===== config.mk =====
export PLATFORM = sky130hd
export DESIGN_NAME = decode_issue_stage_flat
export DESIGN_NICKNAME = d
export VERILOG_FILES = /design/src/rtl/risc16_pkg.sv /design/src/rtl/decode_issue_stage_if.sv /design/src/rtl/regfile_8x16.sv /design/src/rtl/decode_issue_stage.sv /design/src/flat_wrapper.sv
export SDC_FILE = /design/constraint.sdc
export NUM_CORES = 1
export LEC_CHECK = 0
export ABC_AREA = 1
export CAP_MARGIN = 40
export CELL_PAD_IN_SITES_DETAIL_PLACEMENT = 0
export CELL_PAD_IN_SITES_GLOBAL_PLACEMENT = 2
export CORE_UTILIZATION = 31
export DETAILED_ROUTE_END_ITERATION = 12
export GPL_TIMING_DRIVEN = 0
export PLACE_DENSITY = 0.75
export SLEW_MARGIN = 15
export SYNTH_ARGS = -nofsm -noshare
export SYNTH_HDL_FRONTEND = slang
export SYNTH_SLANG_ARGS = --single-unit

===== constraint.sdc =====
create_clock -name clk -period 1.3 [get_ports clk]
set_input_delay 0.195 -clock clk [delete_from_list [all_inputs] [get_ports clk]]
set_output_delay 0.195 -clock clk [all_outputs]
set_load 0.1 [all_outputs]

===== src/rtl/risc16_pkg.sv =====
// Shared definitions for the 16-bit RISC core: opcodes, ALU selects,
// instruction field positions and the decode-to-ALU issue bundle.
package risc16_pkg;

    localparam int XLEN = 16;

    localparam logic [3:0] OP_ADD  = 4'd0;
    localparam logic [3:0] OP_SUB  = 4'd1;
    localparam logic [3:0] OP_AND  = 4'd2;
    localparam logic [3:0] OP_XOR  = 4'd3;
    localparam logic [3:0] OP_SHL  = 4'd4;
    localparam logic [3:0] OP_SHR  = 4'd5;
    localparam logic [3:0] OP_OR   = 4'd6;
    localparam logic [3:0] OP_ADDI = 4'd8;
    localparam logic [3:0] OP_NOP  = 4'd15;

    localparam logic [2:0] ALU_ADD = 3'b000;
    localparam logic [2:0] ALU_SUB = 3'b001;
    localparam logic [2:0] ALU_AND = 3'b010;
    localparam logic [2:0] ALU_XOR = 3'b011;
    localparam logic [2:0] ALU_SHL = 3'b100;
    localparam logic [2:0] ALU_SHR = 3'b101;
    localparam logic [2:0] ALU_OR  = 3'b110;

    localparam int OP_HI  = 15;
    localparam int OP_LO  = 12;
    localparam int RD_HI  = 11;
    localparam int RD_LO  = 9;
    localparam int RS1_HI = 8;
    localparam int RS1_LO = 6;
    localparam int RS2_HI = 5;
    localparam int RS2_LO = 3;
    localparam int IMM_HI = 5;
    localparam int IMM_LO = 0;

    typedef struct packed {
        logic [XLEN-1:0] a;
        logic [XLEN-1:0] b;
        logic [2:0]      sel;
        logic [2:0]      rd;
    } issue_bundle_t;

    function automatic logic [XLEN-1:0] sext_imm6(input logic [5:0] imm);
        return {{(XLEN-6){imm[5]}}, imm};
    endfunction

    // ADDI reuses the adder; undefined opcodes never issue so their select is don't-care
    function automatic logic [2:0] alu_sel_of(input logic [3:0] op);
        case (op)
            OP_ADD:  return ALU_ADD;
            OP_SUB:  return ALU_SUB;
            OP_AND:  return ALU_AND;
            OP_XOR:  return ALU_XOR;
            OP_SHL:  return ALU_SHL;
            OP_SHR:  return ALU_SHR;
            OP_OR:   return ALU_OR;
            default: return ALU_ADD;
        endcase
    endfunction

endpackage


===== src/rtl/decode_issue_stage_if.sv =====
// Fetch, issue and writeback handshakes of the decode/issue stage.
interface decode_issue_stage_if #(parameter int DW = 16);
    logic          in_valid;
    logic          in_ready;
    logic [DW-1:0] in_instr;
    logic          out_valid;
    logic          out_ready;
    logic [DW-1:0] alu_a;
    logic [DW-1:0] alu_b;
    logic [2:0]    alu_sel;
    logic [2:0]    alu_rd;
    logic          wb_en;
    logic [2:0]    wb_addr;
    logic [DW-1:0] wb_data;
    logic          illegal;

    modport master (
        output in_valid, in_instr, out_ready, wb_en, wb_addr, wb_data,
        input  in_ready, out_valid, alu_a, alu_b, alu_sel, alu_rd, illegal
    );

    modport slave (
        input  in_valid, in_instr, out_ready, wb_en, wb_addr, wb_data,
        output in_ready, out_valid, alu_a, alu_b, alu_sel, alu_rd, illegal
    );
endinterface


===== src/rtl/regfile_8x16.sv =====
// Architectural register file: two asynchronous reads, one synchronous write,
// r0 hardwired to zero.
module regfile_8x16 #(
    parameter int NREGS = 8,
    parameter int DW    = 16
) (
    input  logic          clk,
    input  logic          rst_n,
    input  logic [2:0]    i_raddr1,
    output logic [DW-1:0] o_rdata1,
    input  logic [2:0]    i_raddr2,
    output logic [DW-1:0] o_rdata2,
    input  logic          i_we,
    input  logic [2:0]    i_waddr,
    input  logic [DW-1:0] i_wdata
);

    logic [DW-1:0] r_mem [NREGS];

    always_ff @(posedge clk or negedge rst_n) begin
        if (!rst_n) begin
            for (int i = 0; i < NREGS; i++) r_mem[i] <= '0;
        end else if (i_we && i_waddr != 3'd0) begin
            r_mem[i_waddr] <= i_wdata;
        end
    end

    assign o_rdata1 = (i_raddr1 == 3'd0) ? '0 : r_mem[i_raddr1];
    assign o_rdata2 = (i_raddr2 == 3'd0) ? '0 : r_mem[i_raddr2];

endmodule


===== src/rtl/decode_issue_stage.sv =====
// Decode and operand-issue stage: decodes one instruction per cycle, reads
// operands with writeback bypass, stalls on busy registers, registers the ALU bundle.
module decode_issue_stage
    import risc16_pkg::*;
#(
    parameter int NREGS = 8,
    parameter int DW    = 16
) (
    input logic                  clk,
    input logic                  rst_n,
    decode_issue_stage_if.slave  bus
);

    logic [3:0]    w_op;
    logic [2:0]    w_rd, w_rs1, w_rs2;
    logic          w_is_r, w_is_addi, w_is_nop, w_issue, w_undef;
    logic [DW-1:0] w_rf_rd1, w_rf_rd2, w_opa, w_opb;
    logic          w_byp1, w_byp2, w_busy1, w_busy2, w_busy_rd, w_hazard, w_accept;
    logic [NREGS-1:0] w_busy_nxt;

    logic [NREGS-1:0] r_busy;
    logic             r_out_valid;
    logic             r_illegal;
    issue_bundle_t    r_bundle;

    assign w_op  = bus.in_instr[OP_HI:OP_LO];
    assign w_rd  = bus.in_instr[RD_HI:RD_LO];
    assign w_rs1 = bus.in_instr[RS1_HI:RS1_LO];
    assign w_rs2 = bus.in_instr[RS2_HI:RS2_LO];

    always_comb begin
        w_is_r    = 1'b0;
        w_is_addi = 1'b0;
        w_is_nop  = 1'b0;
        case (w_op)
            OP_ADD, OP_SUB, OP_AND, OP_XOR, OP_SHL, OP_SHR, OP_OR: w_is_r = 1'b1;
            OP_ADDI: w_is_addi = 1'b1;
            OP_NOP:  w_is_nop  = 1'b1;
            default: ;
        endcase
    end

    assign w_issue = w_is_r | w_is_addi;
    assign w_undef = !w_issue && !w_is_nop;

    regfile_8x16 #(.NREGS(NREGS), .DW(DW)) u_rf (
        .clk      (clk),
        .rst_n    (rst_n),
        .i_raddr1 (w_rs1),
        .o_rdata1 (w_rf_rd1),
        .i_raddr2 (w_rs2),
        .o_rdata2 (w_rf_rd2),
        .i_we     (bus.wb_en),
        .i_waddr  (bus.wb_addr),
        .i_wdata  (bus.wb_data)
    );

    // A same-cycle writeback both forwards its data and lifts the RAW stall
    assign w_byp1 = bus.wb_en && (bus.wb_addr == w_rs1) && (w_rs1 != 3'd0);
    assign w_byp2 = bus.wb_en && (bus.wb_addr == w_rs2) && (w_rs2 != 3'd0);

    assign w_opa = w_byp1 ? bus.wb_data : w_rf_rd1;
    assign w_opb = w_is_addi ? sext_imm6(bus.in_instr[IMM_HI:IMM_LO])
                 : (w_byp2 ? bus.wb_data : w_rf_rd2);

    assign w_busy1   = (w_rs1 != 3'd0) && r_busy[w_rs1] && !w_byp1;
    assign w_busy2   = (w_rs2 != 3'd0) && r_busy[w_rs2] && !w_byp2;
    assign w_busy_rd = (w_rd  != 3'd0) && r_busy[w_rd];
    assign w_hazard  = w_issue && (w_busy1 || (w_is_r && w_busy2) || w_busy_rd);

    assign bus.in_ready = (!r_out_valid || bus.out_ready) && !w_hazard;
    assign w_accept     = bus.in_valid && bus.in_ready;

    // Clear first so that a set of the same bit in the same cycle wins
    always_comb begin
        w_busy_nxt = r_busy;
        if (bus.wb_en) w_busy_nxt[bus.wb_addr] = 1'b0;
        if (w_accept && w_issue && w_rd != 3'd0) w_busy_nxt[w_rd] = 1'b1;
        w_busy_nxt[0] = 1'b0;
    end

    always_ff @(posedge clk or negedge rst_n) begin
        if (!rst_n) begin
            r_busy      <= '0;
            r_out_valid <= 1'b0;
            r_bundle    <= '0;
            r_illegal   <= 1'b0;
        end else begin
            r_busy <= w_busy_nxt;
            if (w_accept && w_issue) begin
                r_out_valid  <= 1'b1;
                r_bundle.a   <= w_opa;
                r_bundle.b   <= w_opb;
                r_bundle.sel <= alu_sel_of(w_op);
                r_bundle.rd  <= w_rd;
            end else if (bus.out_ready) begin
                r_out_valid <= 1'b0;
            end
            if (w_accept && w_undef) r_illegal <= 1'b1;
        end
    end

    assign bus.out_valid = r_out_valid;
    assign bus.alu_a     = r_bundle.a;
    assign bus.alu_b     = r_bundle.b;
    assign bus.alu_sel   = r_bundle.sel;
    assign bus.alu_rd    = r_bundle.rd;
    assign bus.illegal   = r_illegal;

endmodule

===== src/flat_wrapper.sv =====
// flat-port wrapper written by rule: the top's interface ports become plain ports
module decode_issue_stage_flat import risc16_pkg::*;
#(
    parameter int NREGS = 8,
    parameter int DW    = 16
)
  (clk, rst_n, bus_in_valid, bus_in_instr, bus_out_ready, bus_wb_en, bus_wb_addr, bus_wb_data, bus_in_ready, bus_out_valid, bus_alu_a, bus_alu_b, bus_alu_sel, bus_alu_rd, bus_illegal);
  decode_issue_stage_if #(.DW(DW)) bus_i ();
  input logic clk;
  input logic rst_n;
  input wire logic [$bits(bus_i.in_valid)-1:0] bus_in_valid;
  input wire logic [$bits(bus_i.in_instr)-1:0] bus_in_instr;
  input wire logic [$bits(bus_i.out_ready)-1:0] bus_out_ready;
  input wire logic [$bits(bus_i.wb_en)-1:0] bus_wb_en;
  input wire logic [$bits(bus_i.wb_addr)-1:0] bus_wb_addr;
  input wire logic [$bits(bus_i.wb_data)-1:0] bus_wb_data;
  output wire logic [$bits(bus_i.in_ready)-1:0] bus_in_ready;
  output wire logic [$bits(bus_i.out_valid)-1:0] bus_out_valid;
  output wire logic [$bits(bus_i.alu_a)-1:0] bus_alu_a;
  output wire logic [$bits(bus_i.alu_b)-1:0] bus_alu_b;
  output wire logic [$bits(bus_i.alu_sel)-1:0] bus_alu_sel;
  output wire logic [$bits(bus_i.alu_rd)-1:0] bus_alu_rd;
  output wire logic [$bits(bus_i.illegal)-1:0] bus_illegal;
  assign bus_i.in_valid = bus_in_valid;
  assign bus_i.in_instr = bus_in_instr;
  assign bus_i.out_ready = bus_out_ready;
  assign bus_i.wb_en = bus_wb_en;
  assign bus_i.wb_addr = bus_wb_addr;
  assign bus_i.wb_data = bus_wb_data;
  assign bus_in_ready = bus_i.in_ready;
  assign bus_out_valid = bus_i.out_valid;
  assign bus_alu_a = bus_i.alu_a;
  assign bus_alu_b = bus_i.alu_b;
  assign bus_alu_sel = bus_i.alu_sel;
  assign bus_alu_rd = bus_i.alu_rd;
  assign bus_illegal = bus_i.illegal;
  decode_issue_stage #(.NREGS(NREGS), .DW(DW)) u_core (.clk(clk), .rst_n(rst_n), .bus(bus_i));
endmodule

* Word level (Yosys, flattened, before mapping)
Cells that the tools add are included.
** Storage, ports and cells
- Input bits :: 40
- Word-level logic and storage cells :: 113
- Register bits :: 175
** Operators by class
- Bitwise operators :: 7
- Order comparisons :: 10
- Muxes and demuxes :: 32
- Equality and inequality tests :: 10
- Reductions and logical operators :: 39
** Operators with widths (count)
- $mux W16 :: 10
- $bwmux W128 :: 1
- $bmux W16 S3 :: 2
- $demux W16 S3 :: 1
- $logic_and A1 B1 Y1 :: 21
- $pmux W3 S6 :: 1
- $lt A3 B4 Y1 const B :: 4
- $mux W8 :: 2
- $eq A4 B3 Y1 const B :: 3
- $ge A4 B4 Y1 const B :: 3
- $not A3 Y4 :: 3
- $reduce_bool A3 Y1 :: 4
- $mux W1 :: 10
- $bmux W1 S3 :: 3
- $and A8 B8 Y8 :: 1
- $eq A4 B2 Y1 const B :: 2
- $eq A4 B4 Y1 const B :: 2
- $not A8 Y8 :: 1
- $or A8 B8 Y8 :: 1
- $reduce_or A7 Y1 :: 1
- $demux W1 S3 :: 2
- $eq A3 B3 Y1 :: 2
- $ge A3 B1 Y1 const B :: 2
- $logic_not A1 Y1 :: 6
- 7 further kinds :: 10

* Longest topological paths before layout
- Depth after elaboration :: 15
- Depth in mapped cells :: 15

* Modules after synthesis
From an unflattened synthesis, not the netlist that was laid out.
** Second synthesis, totals
- Cells, all modules :: 1475
- Area total of the unflattened synthesis :: 10329.9 um2
** Modules (own cells, without submodules)
- regfile_8x16 :: instances 1, seq. area each 3203.1 um2, cells an instance 1094, area an instance 7504.7 um2
- decode_issue_stage :: instances 1, seq. area each 1176.1 um2, cells an instance 381, area an instance 2825.2 um2

* Worst setup path before layout
No wires, ideal clock.
- Path type :: reg2out
- Start point :: register u_core.r_out_valid, in the netlist u_core.bus.out_valid
- End point :: output port bus_in_ready
- Data arrival time :: 1.818 ns
- Required time :: 1.105 ns
- Stages on the path, launching flop included :: 4
- Setup slack :: -0.713 ns
- Buffers on the path :: 0
- Cell sequence :: dfrtp_1 inv_1 or2_2 o21a_1
** Between the ends
- Cells in the longest elaborated chain, start to end :: 3
** RTL lines
- start: declaration :: line decode_issue_stage.sv:22 : logic r_out_valid;
- start signal: assignment :: line decode_issue_stage.sv:85 : r_out_valid <= 1'b0;
- start signal: assignment :: line decode_issue_stage.sv:91 : r_out_valid <= 1'b1;
- start signal: assignment :: line decode_issue_stage.sv:97 : r_out_valid <= 1'b0;
- $logic_not A1 Y1 :: line decode_issue_stage.sv:71 : assign bus.in_ready = (!r_out_valid || bus.out_ready) && !w_hazard;
- $logic_or A1 B1 Y1 :: line decode_issue_stage.sv:71
- $logic_and A1 B1 Y1 :: line decode_issue_stage.sv:71
- end: declaration :: line flat_wrapper.sv:17 : output wire logic [$bits(bus_i.in_ready)-1:0] bus_in_ready;
Every way passes these cells.

* Worst setup path in the final report
- Start point :: input port bus_in_instr[10]
- End point :: output port bus_in_ready
** Between the ends
- Cells in the longest elaborated chain, start to end :: 7
** RTL lines
- start: declaration :: line flat_wrapper.sv:12 : input wire logic [$bits(bus_i.in_instr)-1:0] bus_in_instr;
- $bmux W1 S3 :: line decode_issue_stage.sv:68 : assign w_busy_rd = (w_rd != 3'd0) && r_busy[w_rd];
- $mux W1 (not written as such) :: line decode_issue_stage.sv:68
- $logic_and A1 B1 Y1 * :: line decode_issue_stage.sv:68
- $logic_or A1 B1 Y1 * :: line decode_issue_stage.sv:69 : assign w_hazard = w_issue && (w_busy1 || (w_is_r && w_busy2) || w_busy_rd);
- $logic_and A1 B1 Y1 * :: line decode_issue_stage.sv:69
- $logic_not A1 Y1 * :: line decode_issue_stage.sv:71
- $logic_and A1 B1 Y1 * :: line decode_issue_stage.sv:71
Mark *: on every way between the ends. The rest lies on a longest branch, timed or not. The select of a mux whose other input is x is not followed.

==> flow_metrics.py <==
metrics = {
    "status": {
        "outcome": "finished with violations",
        "violations": "negative hold slack, negative setup slack",
    },
    "layout": {
        "area_delta_synth_final_pct": 33.30,
        "final_cells": 1755,
        "diodes": 0,
        "final_cell_area_um2": 12260,
        "final_layout_size_suffix_gt1_share_pct": 16.99,
        "final_util_pct": 42.35,
        "n_fill_cell": 2959,
        "nNetsFinal": 1398,
    },
    "timing": {
        "min_period_ns": 2.015,
        "rsz0062_at_grt": "true",
        "fin_skew_ns": 0.01328,
        "layout_worst_path_cycle_share_pct": 155.0,
        "slew_violations": 0,
        "holdWs_ns": -0.2806,
        "worstMarginPinSlew_ns": 0.7008,
        "finalWorstSetupSlack_ns": -0.7149,
        "tns_ns": -25.52,
        "setup_viol": 60,
        "max_freq_mhz": 496.3,
        "finalHoldViolCount": 78,
        "relSlewSlack_pct": 53.28,
    },
    "route": {
        "antenna_left": 0,
        "drt_drc_violations_left": 0,
        "vias": 8982,
        "drt-initial-drc-count": 790,
        "viasPerCell": 5.118,
        "firstDrtPassIters": 5,
        "wl_per_cell_um": 20.21,
        "postRouteWirelength_mm": 35.47,
    },
    "worst_setup_path": {
        "critPathMostFrequentCell": "inv_1",
        "crit_arrival_ns": 1.82,
        "cp-end-kind": "primary output",
        "crit_path_start_kind": "primary input",
        "cp_slowest_cell": "clkdlybuf4s50_1",
        "critPathKind": "primary input to primary output",
        "worstPathMaxFanout": 5,
        "path_buf_inv": 4,
        "worstPathCellList": "clkdlybuf4s50_1, inv_1, nor2_2, nand2_1, o22ai_1, inv_1, nand3_1, nor2_4, o21a_4, buf_12",
        "slowest_delay_ns": 0.55,
        "reg2reg_slack_ns": -0.59,
        "required_ns": 1.11,
        "path_delay_family": "buffers and inverters",
    },
    "yosys": {
        "synth.ff_latch_count": 175,
        "synth_top_area_cell": "dfrtp_1",
        "yosysTopAreaCellShare_pct": 47.63,
        "ys_seq_area_share_pct": 47.63,
        "ys.warnings.count": 0,
        "syn-instance-count": 1205,
        "syn_nets": 1245,
        "synth_cell_types": 29,
        "syn_area_um2": 9194,
        "synth.area.top_cells": "dfrtp_1 48%, nand2_1 11%, o21ai_0 11%, o211ai_1 5.8%, nand3_1 5.1%",
        "avgSynthCellArea_um2": 7.630,
    },
    "die": {
        "rows": 62,
        "core_region_area_um2": 28940,
        "start_util_pct": 31.77,
        "die_h_um": 174.2,
        "dieWidth_um": 174.2,
        "die-area_um2": 30350,
        "ios": 81,
    },
    "clock_network": {
        "clock_latency_ns": 0.45,
        "numCtsBuffers": 17,
        "clkTransAtPathRegs_ns": 0.08,
        "clkSinkCount": 175,
        "root_buffer": "clkbuf_16",
        "cts_tree": "built",
        "clock_path_buffers": 2,
        "htreeDepth": 4,
    },
    "global_routing": {
        "grt_max_degree": 98,
        "grt_overflow_total": 0,
        "grt_antenna_before_repair": 0,
        "grt_pass1_wl_mm": 55.28,
        "grt_use_total_pct": 24.20,
        "grt_pass1_vias": 8860,
    },
    "place": {
        "dpl_cell_area_um2": 11190,
        "dp.cells": 1708,
        "gp_congestion": 0.8388,
        "portBuffers": 77,
        "hpwlAfterDp_mm": 26.79,
    },
    "power": {
        "p_leak_nw": 5.592,
        "vdd_drop_max_v": 0.0009367,
        "power.total_mw": 23.12,
        "power_density_nw_per_um2": 1887,
    },
    "min_path": {
        "hold_path_class": "primary input to async pin",
    },
    "job": {
        "cap_violations": 0,
    },
}
[area by class of cell]
class / count / area [µm²] / area share [%]
buffer: 104 / 581.8 / 4.747
clock buffer: 17 / 425.4 / 3.471
clock inverter: 15 / 221.5 / 1.807
inverter: 105 / 409.1 / 3.338
multi-input combinational: 821 / 4120 / 33.62
sequential: 175 / 4385 / 35.78
tap: 384 / 480.5 / 3.920
timing repair buffer: 134 / 1632 / 13.31
[worst reg2reg max path, stage by stage (launching register included)]
cell and delay (ns):
dfrtp_2 0.45, o211ai_1 0.19, nand3_1 0.12, nand3_2 0.10, nand2_2 0.08, nor2_4 0.12
buf_4 0.13, nand4_4 0.19, buf_4 0.23, nor2_4 0.09, nand2_1 0.08, nand2_1 0.06
[final timing paths]
check                                                   startpoint                            endpoint  depth (start not counted)
worst max-delay path                              bus_in_instr[10]                        bus_in_ready                         10
worst min-delay path                                         rst_n   u_core.u_rf.r_mem[72]$_DFFE_PN0P_                          1
worst max register to register          u_core.r_busy[6]$_DFF_PN0_          u_core.r_busy[1]$_DFF_PN0_                         11
worst min register to register  u_core.u_rf.r_mem[126]$_DFFE_PN0P_  u_core.u_rf.r_mem[126]$_DFFE_PN0P_                          1
max in group asynchronous                                    rst_n    u_core.bus.out_valid$_DFFE_PN0P_                          2
min in group clk                                         bus_wb_en          u_core.r_busy[7]$_DFF_PN0_                          4
[cells in the final DEF (no fill, tap or decap), drive strengths merged, types with 17 or more instances in the layout]
cell type and count:
nand2 272, clkdlybuf4s50 28, nand3 95, o211ai 71, a31oi 17, o21ai 238
a21oi 79, clkbuf 77, dfrtp 175, inv 110, nor2 37, buf 143
[registers in the layout (all words and copies together) (netlist names)]
signal,cells
u_core.u_rf.r_mem,128
u_core.bus.alu_rd,3
u_core.bus.alu_a,16
u_core.bus.out_valid,1
u_core.bus.alu_b,16
u_core.r_busy,7
u_core.bus.illegal,1
u_core.bus.alu_sel,3
[power by group]
part / total (mW) / internal (mW) / switching, mW / leakage, nW
logic: 9.91 / 3.72 / 6.19 / 3.06
registers: 7.51 / 6.61 / 0.901 / 2.22
clock network: 5.70 / 2.99 / 2.71 / 0.314
total: 23.1 / 13.3 / 9.80 / 5.59
[kinds of logic (layout without fill, tap and decap cells)]
logic type             after synthesis  in the layout  share of synthesized area (%)
AOI/OAI and AO/OA                  409            409                          24.58
buffers and inverters              209            375                          9.159
DFF                                175            175                          47.63
and+or+nand+nor                    412            412                          18.63
[metrics by stage]
step / setup WS, ns / hold slack, ns
after floorplan: -0.2982 / -0.1006
after global placement: -9.138 / 0.4514
after detailed placement: -1.611 / 0.2363
after CTS: -0.7456 / -0.2397
after global routing: -0.8181 / -0.2302
final: -0.7149 / -0.2806
[Yosys cell counts]
master / number
nand2_1: 272
o21ai_0: 197
dfrtp_1: 175
inv_1: 102
nand3_1: 94
a21oi_1: 79
o211ai_1: 71
clkbuf_1: 69
o21ai_1: 41
nor2_1: 34
buf_2: 24
a31oi_1: 17
buf_1: 7
nor2_2: 3
nor3_1: 3
buf_4: 2
buf_6: 2
inv_2: 2
and2_1: 1
clkinv_4: 1
nand3_2: 1
nand4_4: 1
nor3_2: 1
nor4_1: 1
o21a_1: 1
o21bai_1: 1
o22ai_1: 1
o31ai_2: 1
or2_2: 1
[metal layers]
layer	track usage (%)	wire length, µm	part of all wire, %	up-vias
li1	-	-	-	4370
met1	36.27	17800	50	4336
met2	36.80	15670	44	254
met3	3.193	1665	4.7	22
met4	5.300	337	0.95	0
met5	0	0	0	-
[timing repair]
item | in CTS | in global routing
buffers inserted | 27 | 16
pin swaps | 7 | 5
setup endpoints to repair | 200 | 187
hold endpoints to repair | 78 | 78
resized for setup | 274 | 53
Note: power is estimated with default switching activity, not from simulation.
